File: config.mk
export PLATFORM = sky130hd
export DESIGN_NAME = fetch_sequencer
export DESIGN_NICKNAME = d
export VERILOG_FILES = /design/src/rtl/fetch_sequencer.sv
export SDC_FILE = /design/constraint.sdc
export NUM_CORES = 1
export LEC_CHECK = 0
export ABC_CLOCK_PERIOD_IN_PS = 5300
export CAP_MARGIN = 20
export CORE_ASPECT_RATIO = 0.5
export CORE_UTILIZATION = 54
export DETAILED_ROUTE_END_ITERATION = 8
export PLACE_DENSITY = 0.87
export SYNTH_ARGS = -nofsm -noshare
export SYNTH_HDL_FRONTEND = slang
export SYNTH_SLANG_ARGS = --single-unit
export TNS_END_PERCENT = 20
File: constraint.sdc
create_clock -name clk -period 5.3 [get_ports clk]
set_clock_uncertainty 0.15 [all_clocks]
set_input_delay 1.06 -clock clk [delete_from_list [all_inputs] [get_ports clk]]
set_output_delay 1.06 -clock clk [all_outputs]
set_load 0.05 [all_outputs]
File: src/rtl/fetch_sequencer.sv
// Fetch-PC sequencer: owns the fetch address and arbitrates
// commit correction, JAL redirect, prediction and PC+4.
module fetch_sequencer #(
  parameter int unsigned      WIDTH    = 31,
  parameter logic [WIDTH:0]   RESET_PC = '0,
  parameter int unsigned      BUBBLE   = 2
) (
  input  logic             clk,
  input  logic             globalReset,
  input  logic             mispredict,
  input  logic             misdirect,
  input  logic [WIDTH:0]   resolvedTarget,
  input  logic             jalValid,
  input  logic [WIDTH:0]   jalTarget,
  input  logic             predictorHit,
  input  logic [WIDTH:0]   predictedPC,
  input  logic             stall,
  output logic [WIDTH:0]   nextPC,
  output logic             fetchValid,
  output logic             freeze,
  output logic             kill,
  output logic [15:0]      redirectCount
);

  typedef enum logic [1:0] {
    BOOT,
    RUN,
    FLUSH,
    HOLD
  } state_t;

  localparam logic [WIDTH:0] PC_STEP = (WIDTH+1)'(4);
  localparam logic [1:0]     BUB     = 2'(BUBBLE);

  state_t         state;
  logic [1:0]     bub;
  logic           pend;
  logic [WIDTH:0] pend_pc;

  logic           commit;
  logic           redir;
  logic [WIDTH:0] redir_pc;
  logic [WIDTH:0] adv_pc;
  logic [15:0]    cnt_inc;

  assign commit  = mispredict | misdirect;
  assign cnt_inc = (redirectCount == 16'hFFFF) ?
                   redirectCount : redirectCount + 16'd1;

  // Pick the redirect source for this cycle and the RUN advance target.
  always_comb begin
    redir    = 1'b0;
    redir_pc = resolvedTarget;
    adv_pc   = predictorHit ? predictedPC : nextPC + PC_STEP;
    unique case (state)
      RUN, FLUSH: begin
        if (commit) begin
          redir    = 1'b1;
          redir_pc = resolvedTarget;
        end else if (jalValid) begin
          redir    = 1'b1;
          redir_pc = jalTarget;
        end
      end
      HOLD: begin
        if (commit) begin
          redir    = 1'b1;
          redir_pc = resolvedTarget;
        end else if (!stall && jalValid) begin
          redir    = 1'b1;
          redir_pc = jalTarget;
        end else if (!stall && pend) begin
          redir    = 1'b1;
          redir_pc = pend_pc;
        end
      end
      default: begin
        redir = 1'b0;
      end
    endcase
  end

  // Sequencer FSM with registered fetch controls.
  always_ff @(posedge clk or negedge globalReset) begin
    if (!globalReset) begin
      state         <= BOOT;
      nextPC        <= RESET_PC;
      fetchValid    <= 1'b0;
      freeze        <= 1'b0;
      kill          <= 1'b0;
      redirectCount <= 16'd0;
      bub           <= 2'd0;
      pend          <= 1'b0;
      pend_pc       <= '0;
    end else begin
      kill <= 1'b0;
      if (redir) begin
        state         <= FLUSH;
        nextPC        <= redir_pc;
        kill          <= 1'b1;
        fetchValid    <= 1'b0;
        freeze        <= 1'b0;
        bub           <= BUB;
        pend          <= 1'b0;
        redirectCount <= cnt_inc;
      end else begin
        unique case (state)
          BOOT: begin
            state      <= RUN;
            nextPC     <= RESET_PC;
            fetchValid <= 1'b1;
          end
          RUN: begin
            if (stall) begin
              state  <= HOLD;
              freeze <= 1'b1;
            end else begin
              nextPC <= adv_pc;
            end
          end
          FLUSH: begin
            bub <= bub - 2'd1;
            if (bub <= 2'd1) begin
              state      <= RUN;
              fetchValid <= 1'b1;
            end
          end
          HOLD: begin
            if (stall) begin
              if (jalValid) begin
                pend    <= 1'b1;
                pend_pc <= jalTarget;
              end
            end else begin
              state  <= RUN;
              freeze <= 1'b0;
              nextPC <= adv_pc;
            end
          end
          default: state <= BOOT;
        endcase
      end
    end
  end

endmodule

# ---- Word-level counts from Yosys, hierarchy flattened
# Index checks and enable logic that the tools add are counted.
dict set report word_totals {
  regBits 88
  inputBits 103
  output_inout_bits 51
  word_cells 79
}
dict set report op_classes {
  n_addsub 3
  n_lt_le_gt_ge 1
  eq_ne 8
  mux 35
  bitwise 3
  reduce_logical 20
}
# op count
set ops {}
lappend ops {{$mux W32} 8}
lappend ops {{$pmux W32 S2} 2}
lappend ops {{$add A32 B3 Y32 const B} 1}
lappend ops {{$add A16 B1 Y16 const B} 1}
lappend ops {{$eq A16 B16 Y1 const B} 1}
lappend ops {{$mux W1} 15}
lappend ops {{$mux W2} 6}
lappend ops {{$ne A3 B3 Y1 const B} 3}
lappend ops {{$reduce_and A3 Y1} 3}
lappend ops {{$reduce_bool A3 Y1} 3}
lappend ops {{$pmux W2 S4} 1}
lappend ops {{$reduce_bool A2 Y1} 4}
lappend ops {{$pmux W1 S2} 3}
lappend ops {{$reduce_and A2 Y1} 3}
lappend ops {{$eq A2 B2 Y1 const B} 2}
lappend ops {{$reduce_and A4 Y1} 1}
lappend ops {{$reduce_or A2 Y1} 2}
lappend ops {{$ne A3 B2 Y1 const B} 1}
lappend ops {{$eq A2 B1 Y1 const B} 1}
lappend ops {{$le A2 B1 Y1 const B} 1}
lappend ops {{$logic_and A1 B1 Y1} 2}
lappend ops {{$logic_not A2 Y1} 1}
lappend ops {{$not A1 Y1} 2}
lappend ops {{$sub A2 B1 Y2 const B} 1}
lappend ops {{2 further kinds} 2}

# ---- Longest topological paths before layout
# Gate-level depths: netlist of run 1.
dict set report depth {
  ltp_word 8
  mapped_depth 9
  ltp_nobuf 8
}

# ---- Least setup slack after synthesis of run 1
# No wires, ideal clock.
dict set report synth_path {
  path_kind {input to register}
  from {input port stall}
  to {register nextPC[21]}
  setup_time_ns 0.124
  arrival_ns 2.498
  required_ns 5.026
  setup_slack_ns 2.528
  path_stages 7
  path_buffers 2
  cell_sequence {o21ba_2 > clkbuf_1 > nor2_1 > nand2_1 > clkbuf_1 > o21ai_0 > a211o_1}
}
dict set report synth_between {
  elab_chain_cells 8
  word_cells_on_any_way 15
  cone_classes {eq/ne (1); mux (9); reduce/logical (5)}
}
# item line
set synth_rtl {}
lappend synth_rtl {{start: declaration} 17} ;# input logic stall,
lappend synth_rtl {{$logic_not A1 Y1} {69, 72}}
lappend synth_rtl {{$logic_and A1 B1 Y1} 72} ;# end else if (!stall && pend) begin
lappend synth_rtl {{$mux W1} 72}
lappend synth_rtl {{$mux W1} 69} ;# end else if (!stall && jalValid) begin
lappend synth_rtl {{$mux W1} 66} ;# if (commit) begin
lappend synth_rtl {{$pmux W1 S2} 55} ;# unique case (state)
lappend synth_rtl {{$ne A3 B2 Y1 (no source line) or $reduce_bool A3 Y1 (tied branches)} -}
lappend synth_rtl {{$reduce_and A2 Y1 (no source line)} -}
lappend synth_rtl {{end signal: assignment} 99} ;# nextPC <= redir_pc;
lappend synth_rtl {{end signal: assignment} 118} ;# nextPC <= adv_pc;
lappend synth_rtl {{end signal: assignment} 137} ;# nextPC <= adv_pc;
lappend synth_rtl {{end: declaration} 18} ;# output logic [WIDTH:0] nextPC,
# Parallel ways exist; a longest one is shown, timed or not.
# A chain may end at the register's enable or synchronous reset.

# ---- Worst setup path in the final report of run 1
dict set report layout_path {
  from {input port jalValid}
  to {register nextPC[7]}
}
dict set report layout_between {
  elab_chain_cells 6
  word_cells_on_any_way 15
  cone_classes {eq/ne (1); mux (11); reduce/logical (3)}
}
# item line
set layout_rtl {}
lappend layout_rtl {{start: declaration} 13} ;# input logic jalValid,
lappend layout_rtl {{$logic_and A1 B1 Y1} 69}
lappend layout_rtl {{$mux W1} 69}
lappend layout_rtl {{$mux W1} 66}
lappend layout_rtl {{$pmux W1 S2} 55}
lappend layout_rtl {{$ne A3 B2 Y1 (no source line) or $reduce_bool A3 Y1 (tied branches)} -}
lappend layout_rtl {{$reduce_and A2 Y1 (no source line)} -}
# Parallel ways exist; a longest one is shown, timed or not.

==> results of run 1 <==
-- final cells by class --
class	instances	area [um^2]
clock buffers	10	229
clock inverters	6	50.0
fillers	785	2610
inverters	16	60.1
multi-input cells	502	3460
flip-flops and latches	88	2200
well taps	140	175
repair buffers	162	1590
-- routing by layer --
layer	vias to the layer above	share of wire
li1	2746	-
met1	2921	0.42
met2	453	0.44
met3	50	0.12
met4	2	0.019
met5	-	0.00046
-- worst paths after layout --
path                       depth (start not counted)               end   startpoint
hold reg to reg                                    1        pend_pc[3]   pend_pc[3]
max in group asynchronous                          2        nextPC[14]  globalReset
setup reg to reg                                   7  redirectCount[1]     state[1]
min in group asynchronous                          1       pend_pc[16]  globalReset
hold / removal                                     1        pend_pc[3]   pend_pc[3]
setup / recovery                                   7         nextPC[7]     jalValid
-- power breakdown --
| part | switching (mW) | internal [mW] |
|---|---|---|
| Combinational | 0.507 | 0.333 |
| Sequential | 0.130 | 0.767 |
| Clock | 0.283 | 0.326 |
| Total | 0.920 | 1.43 |
-- critical path, stage by stage --
cell,delay [ps]
clkdlybuf4s50_1,800
nor2b_2,830
buf_4,330
mux2i_1,290
a211oi_1,120
o21ai_0,570
a31oi_1,170
-- kinds of logic (layout without fill, tap and decap cells) --
kind of cell | after synthesis | after routing | share of synthesized area
fa+ha+maj | 8 | 8 | 0.0170
flops | 88 | 88 | 0.375
compound gates | 212 | 212 | 0.247
mux | 60 | 60 | 0.109
buf+inv | 54 | 194 | 0.0377
simple gates | 196 | 196 | 0.175
xor+xnor | 26 | 26 | 0.0387
-- layout by cell type, fill, tap and decap left out, types with 10 or more instances in the layout --
cell type | Yosys | final
a22o_1 | 16 | 16
o21ai_0 | 62 | 62
a221oi_1 | 10 | 10
inv_1 | 13 | 13
xor2_1 | 15 | 15
o211ai_1 | 20 | 20
dfrtp_1 | 88 | 88
mux2_2 | 34 | 34
a21oi_1 | 27 | 27
nor2_1 | 33 | 32
nand2_1 | 52 | 52
nand3_1 | 22 | 22
nor3_1 | 20 | 20
xnor2_1 | 11 | 11
a222oi_1 | 12 | 12
mux2i_1 | 26 | 26
clkdlybuf4s50_1 | 0 | 152
and3_1 | 14 | 14
-- metrics by stage --
step                hold WS (ps)  instances  setup slack, ps
floorplan                    322        644             2530
global placement             337        907              697
detailed placement           345        908             1070
CTS                          361        924             1390
global route                 369        924             1190
finish                       359        924             1160
-- sequential cells by signal, summed over array words and instances (netlist names) --
name and cells:
redirectCount 16, kill 1, bub 2, pend 1, freeze 1, fetchValid 1
pend_pc 32, nextPC 32, state 2
==> run_results.csv, run 1 <==
group,metric,value,unit
outcome,status,"finished clean",
critical_path,rrSetupSlack,1870,ps
yosys,avgSynthCellArea,9.13,um^2
cells_and_area,fin_area,7770,um^2
placed_design,dp_hpwl,14400,um
yosys,seq_area_frac_synth,0.375,
drt,via_per_inst,6.68,
yosys,synth.most_common_cell,"dfrtp_1",
drt,drt_wl_total,19500,um
cts,post_cts_buffers,0,
drt,ant_nets,0,
cts,cts_buffer_depth,2,
global_routing,grt_pass1_vias,5523,
cts,cts_tree,"done",
power,powerDensity,302,nW/um^2
drt,drc,0,
drt,wire_per_inst,21.1,um
drt,initialDrtViolationCount,953,
global_routing,use_met3,0.0880,
floorplanning,die_x,150,um
cells_and_area,drive_above_1_share,0.0957,
global_routing,grt_use_met1,0.486,
timing,relSlewSlack,0.270,
critical_path,start_kind,"input port",
timing,timing.fmax,0.242,GHz
hold_path,hold_path.class,"flop to flop",
yosys,synth-seq-cells,88,
power,vdd_drop_max,0.000394,V
yosys,synth_top_cell_by_area,"dfrtp_1",
global_routing,antenna_found_initial,1,
timing,min_period,4140,ps
drt,dr_total_vias,6172,
yosys,yosysWarnings,0,
critical_path,critPathArrivalTime,4180,ps
drt,dr.pass1.iters,8,
critical_path,endpoint_kind,"flop",
floorplanning,fp.dieArea,11300,um^2
yosys,synth_common_cells,"dfrtp_1 (88), o21ai_0 (62), nand2_1 (52), mux2_2 (34), nor2_1 (33)",
timing,fin_crit_sh,0.781,
cells_and_area,syn2layout_area_growth,32.2,%
cts,cts_resized,0,
timing,setup_viol,0,
job,drv_cap,0,
global_routing,grt_pass1_wl,29700,um
yosys,syn-instance-count,644,
placed_design,port-buffer-count,153,
cells_and_area,diodes,0,
placed_design,post_dp_cell_area,7490,um^2
global_routing,grt_util_met2,0.529,
cts,cts.clk_slew.worst_paths,70,ps
power,p_leak,3.09,nW
timing,finalMaxSlewViolations,0,
floorplanning,start_util,0.566,
cts,clock_latency,340,ps
cts,hold_buffers,0,
placed_design,gp_congestion,0.957,
yosys,ys_types,63,
timing,worstMarginPinSlew,1090,ps
critical_path,path_class,"input port to flop",
yosys,yosys.area.top_type_share,0.375,
floorplanning,die_h,75.8,um
floorplanning,design.core.area,10400,um^2
global_routing,grt_max_degree,50,
yosys,synth_nets,755,
floorplanning,core.rowCount,26,
cts,htreeDepth,3,
floorplanning,io_pins,154,
critical_path,required,5350,ps
power,power.total,2.35,mW
yosys,synth_area,5880,um^2
timing,finalHoldViolations,0,
cts,cts_root_buf,"clkbuf_16",
yosys,synth-edff-count,0,
cells_and_area,final_util,0.748,
global_routing,track_usage,0.345,
cts,clkSinkCount,88,
cells_and_area,finalNetCount,890,
yosys,async_reset_ff_frac,1.00,
timing,setup_tns,0,ps
yosys,synthFlopType,"dfrtp_1",
timing,rsz0062_at_grt,"no",
global_routing,grt.overflow.total,0,
global_routing,busiest_layer,"met2",
cts,cts-buffers-inserted,9,
yosys,synthTopCellsByArea,"dfrtp_1 (37%), mux2_2 (6.5%), o21ai_0 (5.3%), mux2i_1 (4.4%), nand2_1 (3.3%)",
critical_path,worstPathMaxFanout,14,
No activity file was read; power rests on OpenSTA's default activity.
==> run 2, diff against run 1 <==
--- a/config.mk
+++ b/config.mk
@@ -5,12 +5,12 @@
 export SDC_FILE = /design/constraint.sdc
 export NUM_CORES = 1
 export LEC_CHECK = 0
-export ABC_CLOCK_PERIOD_IN_PS = 5300
+export ABC_CLOCK_PERIOD_IN_PS = 4000
 export CAP_MARGIN = 20
 export CORE_ASPECT_RATIO = 0.5
-export CORE_UTILIZATION = 54
+export CORE_UTILIZATION = 50
 export DETAILED_ROUTE_END_ITERATION = 8
-export PLACE_DENSITY = 0.87
+export PLACE_DENSITY = 0.82
 export SYNTH_ARGS = -nofsm -noshare
 export SYNTH_HDL_FRONTEND = slang
 export SYNTH_SLANG_ARGS = --single-unit
==> constraint.sdc (replaced) <==
create_clock -name clk -period 4 [get_ports clk]
set_clock_uncertainty 0.15 [all_clocks]
set_input_delay 0.8 -clock clk [delete_from_list [all_inputs] [get_ports clk]]
set_output_delay 0.8 -clock clk [all_outputs]
set_load 0.05 [all_outputs]
==> run_results.csv, run 2 (same netlist as run 1, synthesis figures left out) <==
group,metric,value,unit
cts,post_cts_buffers,0,
cts,cts_tree,"done",
drt,initialDrtViolationCount,781,
drt,ant_nets,0,
critical_path,crit_chain,"clkdlybuf4s50_1 > nor2b_2 > nor4b_1 > a2111oi_0 > o32ai_1",
floorplanning,die_x,155,um
drt,dr_total_vias,6111,
critical_path,required,4020,ps
global_routing,grt_pass1_wl,30700,um
timing,timing.fmax,0.287,GHz
cells_and_area,largest_registers,"nextPC x32, pend_pc x32, redirectCount x16",
cells_and_area,fill_cells,874,
timing,relSlewSlack,0.185,
critical_path,start_kind,"input port",
cells_and_area,diodes,0,
critical_path,reg2reg_depth,7,
power,powerDensity,411,nW/um^2
floorplanning,fp.dieArea,12200,um^2
timing,finalMaxSlewViolations,0,
global_routing,grt_pass1_vias,5833,
power,vdd_drop_max,0.000469,V
outcome,status,"finished clean",
critical_path,r2r-start,"state[0]",
timing,min_period,3480,ps
floorplanning,die_h,78.7,um
critical_path,worstPathMaxFanout,14,
placed_design,port-buffer-count,153,
critical_path,critPathArrivalTime,3500,ps
cells_and_area,fin_area,7990,um^2
cts,cts_buffer_depth,2,
hold_path,hold_path.class,"input port to asynchronous set/reset pin",
drt,wire_per_inst,20.7,um
cells_and_area,final_util,0.713,
cts,hold_buffers,0,
cells_and_area,final_cell_mix,"clkdlybuf4s50_1 (152), dfrtp_1 (88), o21ai_0 (62)",
timing,setup_viol,0,
drt,via_per_inst,6.37,
cells_and_area,finalNetCount,906,
drt,dr.pass1.iters,6,
floorplanning,design.core.area,11200,um^2
floorplanning,start_util,0.524,
timing,worstMarginPinSlew,1190,ps
power,p_leak,3.21,nW
job,drv_cap,0,
critical_path,critPathMaxStageDelay,1020,ps
cts,clkSinkCount,88,
global_routing,grt.overflow.total,0,
timing,finalHoldViolations,0,
global_routing,track_usage,0.329,
cts,cts.clk_slew.worst_paths,70,ps
cts,clock_latency,350,ps
timing,setup_tns,0,ps
cells_and_area,drive_above_1_share,0.116,
drt,drt_wl_total,19900,um
placed_design,post_dp_cell_area,7630,um^2
global_routing,grt_max_degree,84,
cells_and_area,multi_input_area,3460,um^2
placed_design,dp_hpwl,14500,um
critical_path,r2r_end,"nextPC[17]",
cts,cts_resized,0,
global_routing,antenna_found_initial,0,
timing,fin_crit_sh,0.871,
critical_path,cp_slowest_cell,"a2111oi_0",
floorplanning,io_pins,154,
drt,drc,0,
placed_design,gp_congestion,0.954,
cts,cts-buffers-inserted,9,
cells_and_area,final_common_cell,"clkdlybuf4s50_1",
cts,htreeDepth,3,
timing,rsz0062_at_grt,"no",
floorplanning,core.rowCount,27,
cts,cts_root_buf,"clkbuf_16",
cells_and_area,syn2layout_area_growth,36.0,%
cells_and_area,seqCellArea,2200,um^2
critical_path,endpoint_kind,"flop",
critical_path,rrSetupSlack,900,ps
critical_path,path_class,"input port to flop",
[run 2: cell types whose count changed in the layout (fill, tap and decap cells not counted)]
cell | before | now
bufinv_16 | 0 | 2
clkinvlp_4 | 1 | 0
clkinv_2 | 1 | 0
buf_16 | 0 | 1
clkbuf_8 | 0 | 1
buf_4 | 9 | 25
clkbuf_1 | 1 | 0
buf_1 | 1 | 0
[run 2: how the worst max path moves through the flow]
stage          startpoint         end  slack [ps]  cells past startpoint
6_report         jalValid  nextPC[17]         520                      5
5_1_grt          jalValid  nextPC[11]         270                      7
4_1_cts          jalValid  nextPC[11]         620                      7
3_5_place_dp     jalValid  nextPC[11]         240                      7
3_3_place_gp     jalValid  nextPC[11]         310                      7
2_1_floorplan  nextPC[11]  nextPC[24]        1420                      7
[run 2: worst max-delay path, delay by kind of cell]
family	cells	cell delay, ps
and+or+nand+nor	2	720
buffers and inverters	1	730
AOI/OAI and AO/OA	2	1240
[run 2: cell type report]
cell class | count | share of cell area
clock buffers | 10 | 0.0299
clock inverters | 6 | 0.0122
inverters | 16 | 0.00751
multi-input cells | 502 | 0.433
flip-flops and latches | 88 | 0.276
well taps | 159 | 0.0249
repair buffers | 178 | 0.217
[run 2: per-layer routing]
layer	track usage	share of wire
met5	0	0
met4	0.0922	0.018
met3	0.118	0.11
met2	0.489	0.44
met1	0.448	0.43
[run 2: where the power goes]
| group | internal (mW) | switching (mW) |
|---|---|---|
| Combinational | 0.451 | 0.675 |
| Sequential | 1.02 | 0.166 |
| Clock | 0.576 | 0.398 |
| Total | 2.04 | 1.24 |
[run 2: metrics by stage]
stage               setup WS, ps  total power [mW]  hold slack [ps]  std cells
global placement             308              2.27              338        942
global route                 267              3.40              139        959
floorplan                   1420              1.83              322        644
CTS                          616              3.26              358        958
detailed placement           243              2.30              345        942
finish                       517              3.28              139        959
